File: config.mk
export PLATFORM = sky130hd
export DESIGN_NAME = ram_arbiter_flat
export DESIGN_NICKNAME = d
export VERILOG_FILES = /design/src/rtl/ram_arbiter_if.sv /design/src/rtl/ram_arbiter.sv /design/src/flat_wrapper.sv
export SDC_FILE = /design/constraint.sdc
export NUM_CORES = 1
export LEC_CHECK = 0
export ABC_AREA = 1
export BUFFER_PORTS_ARGS = -buffer_cell sky130_fd_sc_hd__buf_2
export CAP_MARGIN = 20
export CORE_ASPECT_RATIO = 0.7
export CORE_MARGIN = 2
export CORE_UTILIZATION = 30
export CTS_BUF_LIST = sky130_fd_sc_hd__clkbuf_4 sky130_fd_sc_hd__clkbuf_8
export CTS_CLUSTER_SIZE = 30
export DETAILED_ROUTE_END_ITERATION = 10
export PLACE_DENSITY_LB_ADDON = 0.15
export SLEW_MARGIN = 5
export SYNTH_ARGS = -nofsm -noshare
export SYNTH_HDL_FRONTEND = slang
export SYNTH_SLANG_ARGS = --single-unit
File: constraint.sdc
create_clock -name clk -period 3.7 [get_ports clk]
set_clock_uncertainty 0.2 [all_clocks]
set_input_delay 0.555 -clock clk [delete_from_list [all_inputs] [get_ports clk]]
set_output_delay 0.555 -clock clk [all_outputs]
set_load 0.05 [all_outputs]
File: src/rtl/ram_arbiter_if.sv
`default_nettype none
// +----------------------------------------------------------------------------+
// | ram_arbiter_if : requester, clear and RAM-side signals of ram_arbiter      |
// | Revision 1.0                                                               |
// +----------------------------------------------------------------------------+
interface ram_arbiter_if #(
   parameter int ADDR_W = 4,
   parameter int DATA_W = 8
);
   logic              req0;
   logic              req1;
   logic              we0;
   logic              we1;
   logic [ADDR_W-1:0] addr0;
   logic [ADDR_W-1:0] addr1;
   logic [DATA_W-1:0] wdata0;
   logic [DATA_W-1:0] wdata1;
   logic              clr_req;
   logic              ack0;
   logic              ack1;
   logic [DATA_W-1:0] rdata;
   logic              busy;
   logic [ADDR_W-1:0] ram_address;
   logic [DATA_W-1:0] ram_data_in;
   logic              ram_write_enable;
   logic              ram_reset;
   logic [DATA_W-1:0] ram_data_out;

   modport master (
      output req0, req1, we0, we1, addr0, addr1, wdata0, wdata1, clr_req, ram_data_out,
      input  ack0, ack1, rdata, busy, ram_address, ram_data_in, ram_write_enable, ram_reset
   );

   modport slave (
      input  req0, req1, we0, we1, addr0, addr1, wdata0, wdata1, clr_req, ram_data_out,
      output ack0, ack1, rdata, busy, ram_address, ram_data_in, ram_write_enable, ram_reset
   );
endinterface
`default_nettype wire

File: src/rtl/ram_arbiter.sv
`default_nettype none
// +----------------------------------------------------------------------------+
// | ram_arbiter : two-port arbiter (CPU/loader) in front of a synchronous RAM   |
// | with whole-RAM clear. Macro RAM_ARB_FIXED_PRIO_EN selects fixed priority.   |
// | Revision 1.0                                                               |
// +----------------------------------------------------------------------------+
module ram_arbiter #(
   parameter int ADDR_W = 4,
   parameter int DATA_W = 8
) (
   input  logic         clk,
   input  logic         reset,
   ram_arbiter_if.slave bus
);
   localparam logic [2:0] IDLE   = 3'd0;
   localparam logic [2:0] ACCESS = 3'd1;
   localparam logic [2:0] READ   = 3'd2;
   localparam logic [2:0] ACK    = 3'd3;
   localparam logic [2:0] CLEAR  = 3'd4;

   logic [2:0]        state, nxt_state;
   logic              gnt_id, nxt_gnt_id;
   logic              clr_pend, nxt_clr_pend;
   logic              ack0, nxt_ack0;
   logic              ack1, nxt_ack1;
   logic              busy, nxt_busy;
   logic              ram_we, nxt_ram_we;
   logic              ram_rst, nxt_ram_rst;
   logic [DATA_W-1:0] rdata, nxt_rdata;
   logic [DATA_W-1:0] ram_din, nxt_ram_din;
   logic [ADDR_W-1:0] ram_addr, nxt_ram_addr;
   logic              clr_go;
   logic              start;
   logic              winner;

   // A clear requested while busy is remembered until the next IDLE.
   assign clr_go       = bus.clr_req | clr_pend;
   assign start        = (state == IDLE) & ~clr_go & (bus.req0 | bus.req1);
   assign nxt_clr_pend = (clr_pend | bus.clr_req) & (state != IDLE);

`ifdef RAM_ARB_FIXED_PRIO_EN
   assign winner = ~bus.req0;
`else
   logic ptr, nxt_ptr;
   assign winner  = (bus.req0 & bus.req1) ? ptr : bus.req1;
   assign nxt_ptr = start ? ~winner : ptr;

   always_ff @(posedge clk or negedge reset) begin
      if (!reset) ptr <= 1'b0;
      else        ptr <= nxt_ptr;
   end
`endif

   always_ff @(posedge clk or negedge reset) begin
      if (!reset) state <= IDLE;
      else        state <= nxt_state;
   end

   always_comb begin
      nxt_state = state;
      case (state)
         IDLE: begin
            if (clr_go)                      nxt_state = CLEAR;
            else if (bus.req0 | bus.req1)    nxt_state = ACCESS;
         end
         ACCESS:  nxt_state = ram_we ? ACK : READ;
         READ:    nxt_state = ACK;
         ACK:     nxt_state = IDLE;
         CLEAR:   nxt_state = IDLE;
         default: nxt_state = IDLE;
      endcase
   end

   always_comb begin
      nxt_gnt_id   = gnt_id;
      nxt_rdata    = rdata;
      nxt_ram_addr = ram_addr;
      nxt_ram_din  = ram_din;
      nxt_ram_we   = 1'b0;
      nxt_ram_rst  = 1'b0;
      nxt_ack0     = 1'b0;
      nxt_ack1     = 1'b0;
      nxt_busy     = (nxt_state != IDLE);
      case (state)
         IDLE: begin
            if (clr_go) begin
               nxt_ram_rst = 1'b1;
            end else if (start) begin
               nxt_gnt_id   = winner;
               nxt_ram_addr = winner ? bus.addr1  : bus.addr0;
               nxt_ram_din  = winner ? bus.wdata1 : bus.wdata0;
               nxt_ram_we   = winner ? bus.we1    : bus.we0;
            end
         end
         ACCESS: begin
            if (ram_we) begin
               nxt_ack0 = ~gnt_id;
               nxt_ack1 = gnt_id;
            end
         end
         READ: begin
            nxt_rdata = bus.ram_data_out;
            nxt_ack0  = ~gnt_id;
            nxt_ack1  = gnt_id;
         end
         default: ;
      endcase
   end

   always_ff @(posedge clk or negedge reset) begin
      if (!reset) begin
         gnt_id   <= 1'b0;
         clr_pend <= 1'b0;
         ack0     <= 1'b0;
         ack1     <= 1'b0;
         busy     <= 1'b0;
         ram_we   <= 1'b0;
         ram_rst  <= 1'b0;
         rdata    <= '0;
         ram_din  <= '0;
         ram_addr <= '0;
      end else begin
         gnt_id   <= nxt_gnt_id;
         clr_pend <= nxt_clr_pend;
         ack0     <= nxt_ack0;
         ack1     <= nxt_ack1;
         busy     <= nxt_busy;
         ram_we   <= nxt_ram_we;
         ram_rst  <= nxt_ram_rst;
         rdata    <= nxt_rdata;
         ram_din  <= nxt_ram_din;
         ram_addr <= nxt_ram_addr;
      end
   end

   assign bus.ack0             = ack0;
   assign bus.ack1             = ack1;
   assign bus.busy             = busy;
   assign bus.rdata            = rdata;
   assign bus.ram_address      = ram_addr;
   assign bus.ram_data_in      = ram_din;
   assign bus.ram_write_enable = ram_we;
   assign bus.ram_reset        = ram_rst;
endmodule
`default_nettype wire
File: src/flat_wrapper.sv
// flat-port wrapper written by rule: the top's interface ports become plain ports
module ram_arbiter_flat 
#(
   parameter int ADDR_W = 4,
   parameter int DATA_W = 8
)
  (clk, reset, bus_req0, bus_req1, bus_we0, bus_we1, bus_addr0, bus_addr1, bus_wdata0, bus_wdata1, bus_clr_req, bus_ram_data_out, bus_ack0, bus_ack1, bus_rdata, bus_busy, bus_ram_address, bus_ram_data_in, bus_ram_write_enable, bus_ram_reset);
  ram_arbiter_if #(.ADDR_W(ADDR_W), .DATA_W(DATA_W)) bus_i ();
  input  logic clk;
  input  logic reset;
  input wire logic [$bits(bus_i.req0)-1:0] bus_req0;
  input wire logic [$bits(bus_i.req1)-1:0] bus_req1;
  input wire logic [$bits(bus_i.we0)-1:0] bus_we0;
  input wire logic [$bits(bus_i.we1)-1:0] bus_we1;
  input wire logic [$bits(bus_i.addr0)-1:0] bus_addr0;
  input wire logic [$bits(bus_i.addr1)-1:0] bus_addr1;
  input wire logic [$bits(bus_i.wdata0)-1:0] bus_wdata0;
  input wire logic [$bits(bus_i.wdata1)-1:0] bus_wdata1;
  input wire logic [$bits(bus_i.clr_req)-1:0] bus_clr_req;
  input wire logic [$bits(bus_i.ram_data_out)-1:0] bus_ram_data_out;
  output wire logic [$bits(bus_i.ack0)-1:0] bus_ack0;
  output wire logic [$bits(bus_i.ack1)-1:0] bus_ack1;
  output wire logic [$bits(bus_i.rdata)-1:0] bus_rdata;
  output wire logic [$bits(bus_i.busy)-1:0] bus_busy;
  output wire logic [$bits(bus_i.ram_address)-1:0] bus_ram_address;
  output wire logic [$bits(bus_i.ram_data_in)-1:0] bus_ram_data_in;
  output wire logic [$bits(bus_i.ram_write_enable)-1:0] bus_ram_write_enable;
  output wire logic [$bits(bus_i.ram_reset)-1:0] bus_ram_reset;
  assign bus_i.req0 = bus_req0;
  assign bus_i.req1 = bus_req1;
  assign bus_i.we0 = bus_we0;
  assign bus_i.we1 = bus_we1;
  assign bus_i.addr0 = bus_addr0;
  assign bus_i.addr1 = bus_addr1;
  assign bus_i.wdata0 = bus_wdata0;
  assign bus_i.wdata1 = bus_wdata1;
  assign bus_i.clr_req = bus_clr_req;
  assign bus_i.ram_data_out = bus_ram_data_out;
  assign bus_ack0 = bus_i.ack0;
  assign bus_ack1 = bus_i.ack1;
  assign bus_rdata = bus_i.rdata;
  assign bus_busy = bus_i.busy;
  assign bus_ram_address = bus_i.ram_address;
  assign bus_ram_data_in = bus_i.ram_data_in;
  assign bus_ram_write_enable = bus_i.ram_write_enable;
  assign bus_ram_reset = bus_i.ram_reset;
  ram_arbiter #(.ADDR_W(ADDR_W), .DATA_W(DATA_W)) u_core (.clk(clk), .reset(reset), .bus(bus_i));
endmodule
==> results.sh <==
export IMPL_grt_max_degree=32
export IMPL_seq_area_frac_synth_pct=54.7
export IMPL_syn_area_um2=1420
export IMPL_drv_cap=0
export IMPL_die_height_um=61.5
export IMPL_netlist_area_leader_share_pct=54.7
export IMPL_seqPwrFrac_pct=31.9
export IMPL_first_pass_iters=4
export IMPL_hold_ws_ns=0.114
export IMPL_grt_util_met1_pct=19.1
export IMPL_relSlewSlack_pct=54.2
export IMPL_tritoncts="yes"
export IMPL_numCtsBuffers=5
export IMPL_core_um2=4430
export IMPL_p_switching_mw=0.883
export IMPL_slew_viol_final=0
export IMPL_status="complete, no violations"
export IMPL_finalPower_mw=1.77
export IMPL_p_int_mw=0.891
export IMPL_fin_crit_sh_pct=48.3
export IMPL_cp_required_ns=3.67
export IMPL_synth_avg_cell_area_um2=8.24
export IMPL_via_per_inst=4.37
export IMPL_routedWlPerCell_um=12.0
export IMPL_die_area_um2=5300
export IMPL_ctsHoldBuffers=0
export IMPL_clock_power_share_pct=18.4
export IMPL_finalWirelength_mm=3.49
export IMPL_grt_use_met3_pct=3.75
export IMPL_area_growth_pct=31.1
export IMPL_dp_hpwl_mm=2.44
export IMPL_yosysWarnings=0
export IMPL_grt_first_pass_wirelength_mm=5.32
export IMPL_diodes=0
export IMPL_fmax_ghz=0.560
export IMPL_vias=1271
export IMPL_worst_pin_slew_ns=0.688
export IMPL_grt_pass1_vias=1146
export IMPL_synthTopCellsByCount="nand2_1 (87), dfrtp_1 (31), nand3_1 (23)"
export IMPL_async_flop_share_pct=100
export IMPL_hp_class="in -> async"
export IMPL_cts_clk_slew_worst_paths_ns=0.07
export IMPL_clk_path_buf_depth=2
export IMPL_synth_edf_count=0
export IMPL_die_w_um=86.2
export IMPL_cp_start_kind="input pin"
export IMPL_yosysMostFrequentCell="nand2_1"
export IMPL_powerDensity_nw_per_um2=955
export IMPL_setup_viol=0
export IMPL_leakage_nw=1.09
export IMPL_end_kind="flop"
export IMPL_gp_congestion=0.788
export IMPL_grt_ovfl_total=0
export IMPL_setup_tns_ns=0
export IMPL_drtIter0Drc=98
export IMPL_rows=20
export IMPL_fin_cells=291
export IMPL_grt_busiest_layer="met1"
export IMPL_insertion_delay_ns=0.28
export IMPL_power_frac_comb_pct=49.8
export IMPL_drive_gt1_share_pct=34.3
export IMPL_h_tree_depth=2
export IMPL_root_buffer="clkbuf_8"
export IMPL_drc=0
export IMPL_path_max_fanout=15
export IMPL_finalHoldViolCount=0
export IMPL_initial_core_util_pct=32.0
export IMPL_path_class="in -> reg"
export IMPL_gr_usage_all_layers_pct=13.5
export IMPL_clkSinkCount=31
export IMPL_peakVddDrop_mv=0.457
export IMPL_route_antenna_remaining_nets=0
export IMPL_synth_ff_latch_count=31
export IMPL_crit_arrival_ns=1.75
export IMPL_ys_top_cells_by_area="dfrtp_1 (55%), nand2_1 (23%), nand3_1 (8.1%), nor2_4 (1.6%), inv_1 (1.3%)"
export IMPL_syn_nets=211
export IMPL_placedCellCount=284
export IMPL_netlist_instances=172
export IMPL_nFillCells=446
export IMPL_nets=275
export IMPL_num_io_pins=64
export IMPL_synth_top_area_cell="dfrtp_1"
export IMPL_antenna_found_initial=0
export IMPL_rsz0062_at_grt="no"
export IMPL_met2_usage_pct=19.0
export IMPL_portBuffers=63
export IMPL_p_sw_share_pct=49.8
export IMPL_synth_cell_types=20
export IMPL_period_needed_ns=1.79
export IMPL_post_cts_buffers=0
export IMPL_final_core_util_pct=41.9
export IMPL_cts_resized_gates=0
export IMPL_synthFlopType="dfrtp_1"
[sequential cells by signal, summed over array words and instances (netlist names)]
register,flops
u_core.bus.ack0,1
u_core.bus.ack1,1
u_core.bus.busy,1
u_core.bus.ram_address,4
u_core.bus.ram_data_in,8
u_core.bus.ram_reset,1
u_core.bus.ram_write_enable,1
u_core.bus.rdata,8
u_core.clr_pend,1
u_core.gnt_id,1
u_core.ptr,1
u_core.state,3
[per-stage QoR]
step / setup slack (ns) / area, µm²
after floorplan: 2.24 / 1420
after global placement: 1.67 / 1750
after detailed placement: 1.64 / 1750
after CTS: 1.94 / 1860
after global routing: 1.71 / 1860
final: 1.91 / 1860
[metal layers]
layer	part of all wire, %	vias up
li1	-	666
met1	53	560
met2	40	38
met3	5.7	7
met4	1.5	0
met5	0	-
[cell families after synthesis]
kind of cell / synth area share (%)
AND/OR/NAND/NOR: 37.9
flip-flops: 54.7
buffers and inverters: 5.56
AO/OA/AOI/OAI: 1.85
[area by class of cell]
type | count | area (µm²) | area share [%]
well taps | 55 | 68.8 | 3.70
inverters | 7 | 28.8 | 1.55
flip-flops and latches | 31 | 776 | 41.8
clock inverters | 1 | 30.0 | 1.62
repair buffers | 63 | 315 | 17.0
multi-input cells | 128 | 563 | 30.3
clock buffers | 6 | 76.3 | 4.11
[cells in the final DEF (no fill, tap or decap)]
cell       count
a21oi_1        1
clkbuf_4       1
a21oi_2        1
nand3b_1       2
nand2_2        2
clkbuf_8       5
nand3_1       23
nand2_4        1
inv_2          1
inv_1          5
bufinv_16      1
nor2_2         3
inv_4          1
nor2_4         2
dfrtp_1       31
o21ai_0        1
nor2_1         4
nand2_1       87
buf_2         63
a21boi_0       1
[power by group through the flow]
stage	Combinational, mW	Clock, mW	Sequential [mW]
after floorplan	0.288	0	0.974
after global placement	0.889	0	0.572
after detailed placement	0.892	0	0.568
after CTS	0.893	0.335	0.566
after global routing	0.953	0.347	0.583
final	0.883	0.326	0.565
[critical path: stages]
cell     delay, ns
buf_2         0.12
nand2_1       0.33
nand2_1       0.42
nand2_1       0.16
nand2_1       0.06
nand2_1       0.06
nand2_1       0.05
[path summary, 6_finish.rpt]
path                                startpoint                         to  slack, ns  cells after the start
setup / recovery                      bus_req0  u_core.bus.ram_data_in[3]       1.91                      7
hold / removal                           reset                 u_core.ptr       0.11                      1
setup reg to reg                    u_core.ptr  u_core.bus.ram_data_in[3]       1.93                      7
hold reg to reg            u_core.bus.rdata[1]        u_core.bus.rdata[1]       0.27                      2
max in group asynchronous                reset            u_core.bus.ack1       2.74                      1
min in group clk           u_core.bus.rdata[1]        u_core.bus.rdata[1]       0.27                      2
Power figures use the tool's default switching activity.
